**config.mk**
```make
export PLATFORM = sky130hd
export DESIGN_NAME = adder_result_buffer_flat
export DESIGN_NICKNAME = d
export VERILOG_FILES = /design/src/rtl/adder_result_buffer_if.sv /design/src/rtl/adder_result_buffer.sv /design/src/flat_wrapper.sv
export SDC_FILE = /design/constraint.sdc
export NUM_CORES = 1
export LEC_CHECK = 0
export CAP_MARGIN = 5
export CELL_PAD_IN_SITES_DETAIL_PLACEMENT = 2
export CELL_PAD_IN_SITES_GLOBAL_PLACEMENT = 2
export CORE_MARGIN = 1.5
export CORE_UTILIZATION = 30
export CTS_CLUSTER_DIAMETER = 60
export DETAILED_ROUTE_END_ITERATION = 12
export GPL_TIMING_DRIVEN = 0
export PLACE_DENSITY_LB_ADDON = 0.1
export SYNTH_ARGS = -nofsm -noshare
export SYNTH_HDL_FRONTEND = slang
export SYNTH_SLANG_ARGS = --single-unit
```
**constraint.sdc**
```tcl
create_clock -name clk -period 3.75 [get_ports clk]
set_input_delay 0.75 -clock clk [delete_from_list [all_inputs] [get_ports clk]]
set_output_delay 0.75 -clock clk [all_outputs]
set_load 0.01 [all_outputs]
```
**src/rtl/adder_result_buffer_if.sv**
```systemverilog
// Handshake bundle between the 32-bit adder (producer), the result buffer and the writeback consumer.
interface adder_result_buffer_if #(
    parameter int WIDTH = 32
);
    logic             in_valid;
    logic             in_ready;
    logic [WIDTH-1:0] in_a;
    logic [WIDTH-1:0] in_b;
    logic [WIDTH-1:0] in_sum;
    logic             out_valid;
    logic             out_ready;
    logic [WIDTH-1:0] out_sum;
    logic             out_carry;
    logic             out_ovf;

    modport master (
        output in_valid, in_a, in_b, in_sum, out_ready,
        input  in_ready, out_valid, out_sum, out_carry, out_ovf
    );

    modport slave (
        input  in_valid, in_a, in_b, in_sum, out_ready,
        output in_ready, out_valid, out_sum, out_carry, out_ovf
    );
endinterface

```
**src/rtl/adder_result_buffer.sv**
```systemverilog
// Registered, two-entry skid-buffered output stage for the 32-bit adder with carry/overflow flags.
// Optional sum self-check is enabled by defining ADDER_RESULT_CHECK_EN.
module adder_result_buffer #(
    parameter int WIDTH = 32,
    parameter int CNT_W = 16
) (
    input  logic                 clk,
    input  logic                 rst_n,
    adder_result_buffer_if.slave bus,
    output logic [CNT_W-1:0]     result_cnt,
    output logic                 chk_err
);

    function automatic logic calc_carry(input logic [WIDTH-1:0] a, input logic [WIDTH-1:0] sum);
        return sum < a;
    endfunction

    // Signed overflow: operands share a sign that the sum does not.
    function automatic logic calc_ovf(input logic signed [WIDTH-1:0] a,
                                      input logic signed [WIDTH-1:0] b,
                                      input logic signed [WIDTH-1:0] sum);
        return ((a < 0) == (b < 0)) && ((sum < 0) != (a < 0));
    endfunction

    logic             main_valid_q, main_valid_d;
    logic [WIDTH-1:0] main_sum_q,   main_sum_d;
    logic             main_carry_q, main_carry_d;
    logic             main_ovf_q,   main_ovf_d;
    logic             skid_valid_q, skid_valid_d;
    logic [WIDTH-1:0] skid_sum_q,   skid_sum_d;
    logic             skid_carry_q, skid_carry_d;
    logic             skid_ovf_q,   skid_ovf_d;
    logic [CNT_W-1:0] cnt_q,        cnt_d;

    logic accept;
    logic xfer;
    logic new_carry;
    logic new_ovf;

    assign bus.in_ready  = !skid_valid_q;
    assign bus.out_valid = main_valid_q;
    assign bus.out_sum   = main_sum_q;
    assign bus.out_carry = main_carry_q;
    assign bus.out_ovf   = main_ovf_q;
    assign result_cnt    = cnt_q;

    always_comb begin
        accept    = bus.in_valid && !skid_valid_q;
        xfer      = main_valid_q && bus.out_ready;
        new_carry = calc_carry(bus.in_a, bus.in_sum);
        new_ovf   = calc_ovf(bus.in_a, bus.in_b, bus.in_sum);

        main_valid_d = main_valid_q;
        main_sum_d   = main_sum_q;
        main_carry_d = main_carry_q;
        main_ovf_d   = main_ovf_q;
        skid_valid_d = skid_valid_q;
        skid_sum_d   = skid_sum_q;
        skid_carry_d = skid_carry_q;
        skid_ovf_d   = skid_ovf_q;
        cnt_d        = cnt_q + {{(CNT_W-1){1'b0}}, xfer};

        if (!main_valid_q || xfer) begin
            // A full skid always drains first; in_ready is low then, so no accept competes.
            if (skid_valid_q) begin
                main_valid_d = 1'b1;
                main_sum_d   = skid_sum_q;
                main_carry_d = skid_carry_q;
                main_ovf_d   = skid_ovf_q;
                skid_valid_d = 1'b0;
            end else if (accept) begin
                main_valid_d = 1'b1;
                main_sum_d   = bus.in_sum;
                main_carry_d = new_carry;
                main_ovf_d   = new_ovf;
            end else begin
                main_valid_d = 1'b0;
            end
        end else if (accept) begin
            skid_valid_d = 1'b1;
            skid_sum_d   = bus.in_sum;
            skid_carry_d = new_carry;
            skid_ovf_d   = new_ovf;
        end
    end

    always_ff @(posedge clk or negedge rst_n) begin
        if (!rst_n) begin
            main_valid_q <= 1'b0;
            main_sum_q   <= '0;
            main_carry_q <= 1'b0;
            main_ovf_q   <= 1'b0;
            skid_valid_q <= 1'b0;
            skid_sum_q   <= '0;
            skid_carry_q <= 1'b0;
            skid_ovf_q   <= 1'b0;
            cnt_q        <= '0;
        end else begin
            main_valid_q <= main_valid_d;
            main_sum_q   <= main_sum_d;
            main_carry_q <= main_carry_d;
            main_ovf_q   <= main_ovf_d;
            skid_valid_q <= skid_valid_d;
            skid_sum_q   <= skid_sum_d;
            skid_carry_q <= skid_carry_d;
            skid_ovf_q   <= skid_ovf_d;
            cnt_q        <= cnt_d;
        end
    end

`ifdef ADDER_RESULT_CHECK_EN
    logic             chk_err_q, chk_err_d;
    logic [WIDTH-1:0] recomputed;

    // Sticky: any accepted sum that disagrees with a+b latches the error until reset.
    always_comb begin
        recomputed = bus.in_a + bus.in_b;
        chk_err_d  = chk_err_q || (accept && (recomputed != bus.in_sum));
    end

    always_ff @(posedge clk or negedge rst_n) begin
        if (!rst_n) begin
            chk_err_q <= 1'b0;
        end else begin
            chk_err_q <= chk_err_d;
        end
    end

    assign chk_err = chk_err_q;
`else
    assign chk_err = 1'b0;
`endif

endmodule

```
**src/flat_wrapper.sv**
```systemverilog
// flat-port wrapper written by rule: the top's interface ports become plain ports
module adder_result_buffer_flat 
#(
    parameter int WIDTH = 32,
    parameter int CNT_W = 16
)
  (clk, rst_n, result_cnt, chk_err, bus_in_valid, bus_in_a, bus_in_b, bus_in_sum, bus_out_ready, bus_in_ready, bus_out_valid, bus_out_sum, bus_out_carry, bus_out_ovf);
  adder_result_buffer_if #(.WIDTH(WIDTH)) bus_i ();
  input  logic clk;
  input  logic rst_n;
  output logic [CNT_W-1:0] result_cnt;
  output logic chk_err;
  input wire logic [$bits(bus_i.in_valid)-1:0] bus_in_valid;
  input wire logic [$bits(bus_i.in_a)-1:0] bus_in_a;
  input wire logic [$bits(bus_i.in_b)-1:0] bus_in_b;
  input wire logic [$bits(bus_i.in_sum)-1:0] bus_in_sum;
  input wire logic [$bits(bus_i.out_ready)-1:0] bus_out_ready;
  output wire logic [$bits(bus_i.in_ready)-1:0] bus_in_ready;
  output wire logic [$bits(bus_i.out_valid)-1:0] bus_out_valid;
  output wire logic [$bits(bus_i.out_sum)-1:0] bus_out_sum;
  output wire logic [$bits(bus_i.out_carry)-1:0] bus_out_carry;
  output wire logic [$bits(bus_i.out_ovf)-1:0] bus_out_ovf;
  assign bus_i.in_valid = bus_in_valid;
  assign bus_i.in_a = bus_in_a;
  assign bus_i.in_b = bus_in_b;
  assign bus_i.in_sum = bus_in_sum;
  assign bus_i.out_ready = bus_out_ready;
  assign bus_in_ready = bus_i.in_ready;
  assign bus_out_valid = bus_i.out_valid;
  assign bus_out_sum = bus_i.out_sum;
  assign bus_out_carry = bus_i.out_carry;
  assign bus_out_ovf = bus_i.out_ovf;
  adder_result_buffer #(.WIDTH(WIDTH), .CNT_W(CNT_W)) u_core (.clk(clk), .rst_n(rst_n), .bus(bus_i), .result_cnt(result_cnt), .chk_err(chk_err));
endmodule
```
# Word-level counts from Yosys, hierarchy flattened
# Index checks and enable logic that the tools add are counted.
# totals
reg_bits,86
# op_classes
addsub,1
magnitude_cmp,4
eq_ne,2
muxes,10
bitwise,1
reduce_logical,10
# op_table
operator,n
$lt A32 B1 Y1 const B,3
$mux W32,2
$lt A32 B32 Y1,1
$add A16 B1 Y16,1
$mux W1,8
$reduce_and A2 Y1,2
$reduce_bool A2 Y1,2
$logic_and A1 B1 Y1,3
$logic_not A1 Y1,2
$eq A1 B1 Y1,1
$logic_or A1 B1 Y1,1
$ne A1 B1 Y1,1
$not A1 Y1,1

# Logic depth before layout (Yosys ltp)
# depth
ltp_word,5
depth_mapped,8
mapped_depth_nobuf,8

# Least setup slack after synthesis
# OpenSTA, ideal clock, no wires.
# synth_path
kind,input-to-reg
startpoint,input bus_in_a[2]
endpoint,register u_core.main_carry_q (netlist: u_core.bus.out_carry)
t_arrival_ns,2.071
required_time_ns,3.655
setup_slack_ns,1.584
cell_stages,8
cell_sequence,inv_1 > ha_1 > a211o_1 > a31oi_1 > o221ai_1 > a211oi_1 > nor3b_1 > o31ai_1
# synth_via
elab_chain_len,3
# synth_rtl
item,line,text
"start, declared",flat_wrapper.sv:14,input wire logic [$bits(bus_i.in_a)-1:0] bus_in_a;
$lt A32 B32 Y1,adder_result_buffer.sv:15,return sum < a;
$mux W1,adder_result_buffer.sv:71,end else if (accept) begin
$mux W1,adder_result_buffer.sv:65,if (skid_valid_q) begin
"end signal, assigned",adder_result_buffer.sv:101,main_carry_q <= main_carry_d;
"end, declared",adder_result_buffer.sv:27,"logic main_carry_q, main_carry_d;"
# No other way between the ends. The select of a mux whose other input is x is not followed.
# A chain may end at the register's enable or synchronous reset.

# Final worst setup path
# layout_path
startpoint,input bus_in_sum[2]
endpoint,register u_core.main_carry_q (netlist: u_core.bus.out_carry)
# layout_via
elab_chain_len,3
# layout_rtl
item,line,text
"start, declared",flat_wrapper.sv:16,input wire logic [$bits(bus_i.in_sum)-1:0] bus_in_sum;
$lt A32 B32 Y1,adder_result_buffer.sv:15,
$mux W1,adder_result_buffer.sv:71,
$mux W1,adder_result_buffer.sv:65,
# No other way between the ends. The select of a mux whose other input is x is not followed.

==> results.yml <==
die:
  fp.dieArea_um2: 15200
  die_w_um: 123
  start_util: 0.311
  io_pins: 153
  die_h_um: 123
  core_um2: 14000
  rows: 43
clocking:
  cts_root_buf: "clkbuf_16"
  cts_buffers: 9
  post_cts_resized: 0
  htreeDepth: 3
  ctsHoldBuffers: 0
  clock_latency_ps: 330
  post_cts_buffers: 0
  cts_tree: "yes"
  cts.clk_slew.worst_paths_ps: 60
  cts.sinks: 86
  clk_path_buf_depth: 2
power_and_ir_drop:
  power_frac_seq: 0.412
  pwr-share-comb: 0.257
  cellPowerDensity_nw_per_um2: 497
  p_leak_nw: 2.72
  switchingPower_uw: 839
  peakVddDrop_uv: 197
  p_clk_frac: 0.331
  sw_frac_of_total: 0.276
  power.internal_mw: 2.21
yosys:
  ys_ff_latch: 86
  synth_cell_types: 38
  seq_area_frac_synth: 0.495
  synthesis.area_um2: 4340
  syn_avg_cell_area_um2: 11.0
  syn-num-nets: 529
  yosys_warnings: 0
  synth_cells: 396
sta:
  fin_crit_ps: 2750
  finalHoldViolations: 0
  rsz0062_at_grt: "no"
  setup_viol: 0
  maxSlewHeadroom: 0.441
  worstMarginPinSlew_ps: 838
  max_freq_mhz: 363
  fin_crit_sh: 0.734
  hold_slack_ps: 432
  drv_slew: 0
  setup_tns_ps: 0
  skew_ps: 4.97
placement:
  globalplace.congestion: 0.783
  placed_area_um2: 5790
  hpwl_mm: 9.28
  port_buffers: 120
worst_setup_path:
  reg2reg_from: "u_core.skid_valid_q$_DFFE_PN0P_"
  startpoint_type: "input pin"
  rrSetupSlack_ps: 1850
  crit_end: "u_core.bus.out_carry$_DFFE_PN0P_"
  cp.arrival_ps: 2990
  crit_required_ps: 3990
  crit_type: "in2reg"
  crit_path_start: "bus_in_sum[2]"
  cp-end-kind: "flop"
  ff2ff_path_depth: 6
  rr_endpoint: "u_core.bus.out_sum[26]$_DFFE_PN0P_"
  cp_max_fo: 3
global_route:
  grt_pass1_vias: 3817
  grt.overflow.total: 0
  grt_max_degree: 48
  grt_first_pass_wirelength_mm: 19.6
  grt_usage: 0.169
  antenna_found_initial: 0
cells_and_area:
  layout.cells.most_common_list: "clkdlybuf4s50_1 (119), dfrtp_1 (86), a21oi_1 (47), nor2_1 (41), ha_1 (33)"
  layout-drive-gt1-share: 0.122
  final_common_cell: "clkdlybuf4s50_1"
  final_cell_area_um2: 6120
  final_core_util: 0.438
  layout.nets: 661
  syn_to_final_growth_pct: 41.0
  diodes: 0
drt:
  antenna_left: 0
  drtIter0Drc: 87
  drc: 0
  wirelength_mm: 12.1
  dr_total_vias: 3395
  wl_per_cell_um: 17.0
  viasPerCell: 4.76
  first_pass_iters: 4
run:
  maxCapViolCount: 0
status:
  status: "completed"
worst_hold_path:
  hold_class: "in2async"
[routing by layer]
metal,wire length [um],global-route usage,share of wire
met5,0,0,0
met3,494,0.0281,0.041
met4,133,0.0568,0.011
met2,6080,0.298,0.50
met1,5390,0.210,0.45
[state kept, by name, indices dropped and copies added, names as in the netlist]
register,cells
u_core.result_cnt,16
u_core.bus.out_ovf,1
u_core.bus.out_carry,1
u_core.skid_carry_q,1
u_core.skid_valid_q,1
u_core.skid_sum_q,32
u_core.skid_ovf_q,1
u_core.bus.out_valid,1
u_core.bus.out_sum,32
[through the flow]
stage          std cells  power (mW)  setup WS, ps
6_report             713        3.04           998
4_1_cts              713        3.09           932
5_1_grt              713        3.22           809
3_5_place_dp         697        2.08           577
3_3_place_gp         696        2.03         -1380
2_1_floorplan        396        1.61          1580
[synth_stat cells, drive strengths merged]
master | n | area (um^2)
a21o | 2 | 15.0
nor2 | 41 | 154
xor2 | 4 | 35.0
o221ai | 1 | 8.76
buf | 11 | 55.1
conb | 1 | 3.75
nand3 | 7 | 40.0
clkbuf | 4 | 15.0
nor2b | 2 | 12.5
a211o | 2 | 17.5
a31oi | 2 | 12.5
nand2b | 3 | 18.8
nand2 | 16 | 60.1
nor3b | 1 | 7.51
o21ai | 5 | 25.0
a21oi | 47 | 235
inv | 32 | 120
xnor2 | 11 | 96.3
and2 | 2 | 15.0
o31ai | 2 | 15.0
mux2 | 32 | 360
and4 | 3 | 31.3
and3 | 3 | 25.0
mux2i | 32 | 320
a221o | 1 | 10.0
nor4 | 1 | 6.26
nand4 | 8 | 56.3
dfrtp | 86 | 2150
a211oi | 1 | 7.51
ha | 33 | 413
[cell type report]
| cell class | instances | area [um^2] |
|---|---|---|
| inverters | 32 | 120 |
| repair buffers | 121 | 1220 |
| fillers | 1491 | 7870 |
| clock buffers | 13 | 270 |
| flip-flops and latches | 86 | 2150 |
| plain buffers | 15 | 70.1 |
| clock inverters | 3 | 65.1 |
| well taps | 180 | 225 |
| multi-input cells | 263 | 2000 |
[power by group through the flow]
stage | registers [mW] | logic [mW] | clock network, mW
after floorplan | 1.29 | 0.319 | 0
after global placement | 1.26 | 0.768 | 0
after detailed placement | 1.27 | 0.802 | 0
after CTS | 1.26 | 0.806 | 1.03
after global routing | 1.29 | 0.865 | 1.07
final | 1.25 | 0.783 | 1.01
[worst min-delay path by stage]
stage,end,slack [ps],depth (start not counted)
final,u_core.result_cnt[6]$_DFF_PN0_,430,1
after global routing,u_core.result_cnt[11]$_DFF_PN0_,480,1
after CTS,u_core.result_cnt[11]$_DFF_PN0_,460,1
after detailed placement,u_core.result_cnt[15]$_DFF_PN0_,470,1
after global placement,u_core.skid_carry_q$_DFFE_PN0P_,460,2
after floorplan,u_core.bus.out_carry$_DFFE_PN0P_,450,0
[critical path: stages]
cell and delay, ps:
clkdlybuf4s50_1 450, ha_1 340, a211o_1 290, a31oi_1 200, o221ai_1 200, a211oi_1 350
nor3b_1 130, o31ai_1 270
[kinds of logic after synthesis]
group	share of synthesized area
multiplexers	0.157
AND/OR/NAND/NOR	0.0982
buffers and inverters	0.0438
AO/OA/AOI/OAI	0.0798
XOR/XNOR	0.0302
other	0.000863
flip-flops	0.495
adder cells (fa/ha/maj)	0.0950
(Power assumes the default switching activity.)
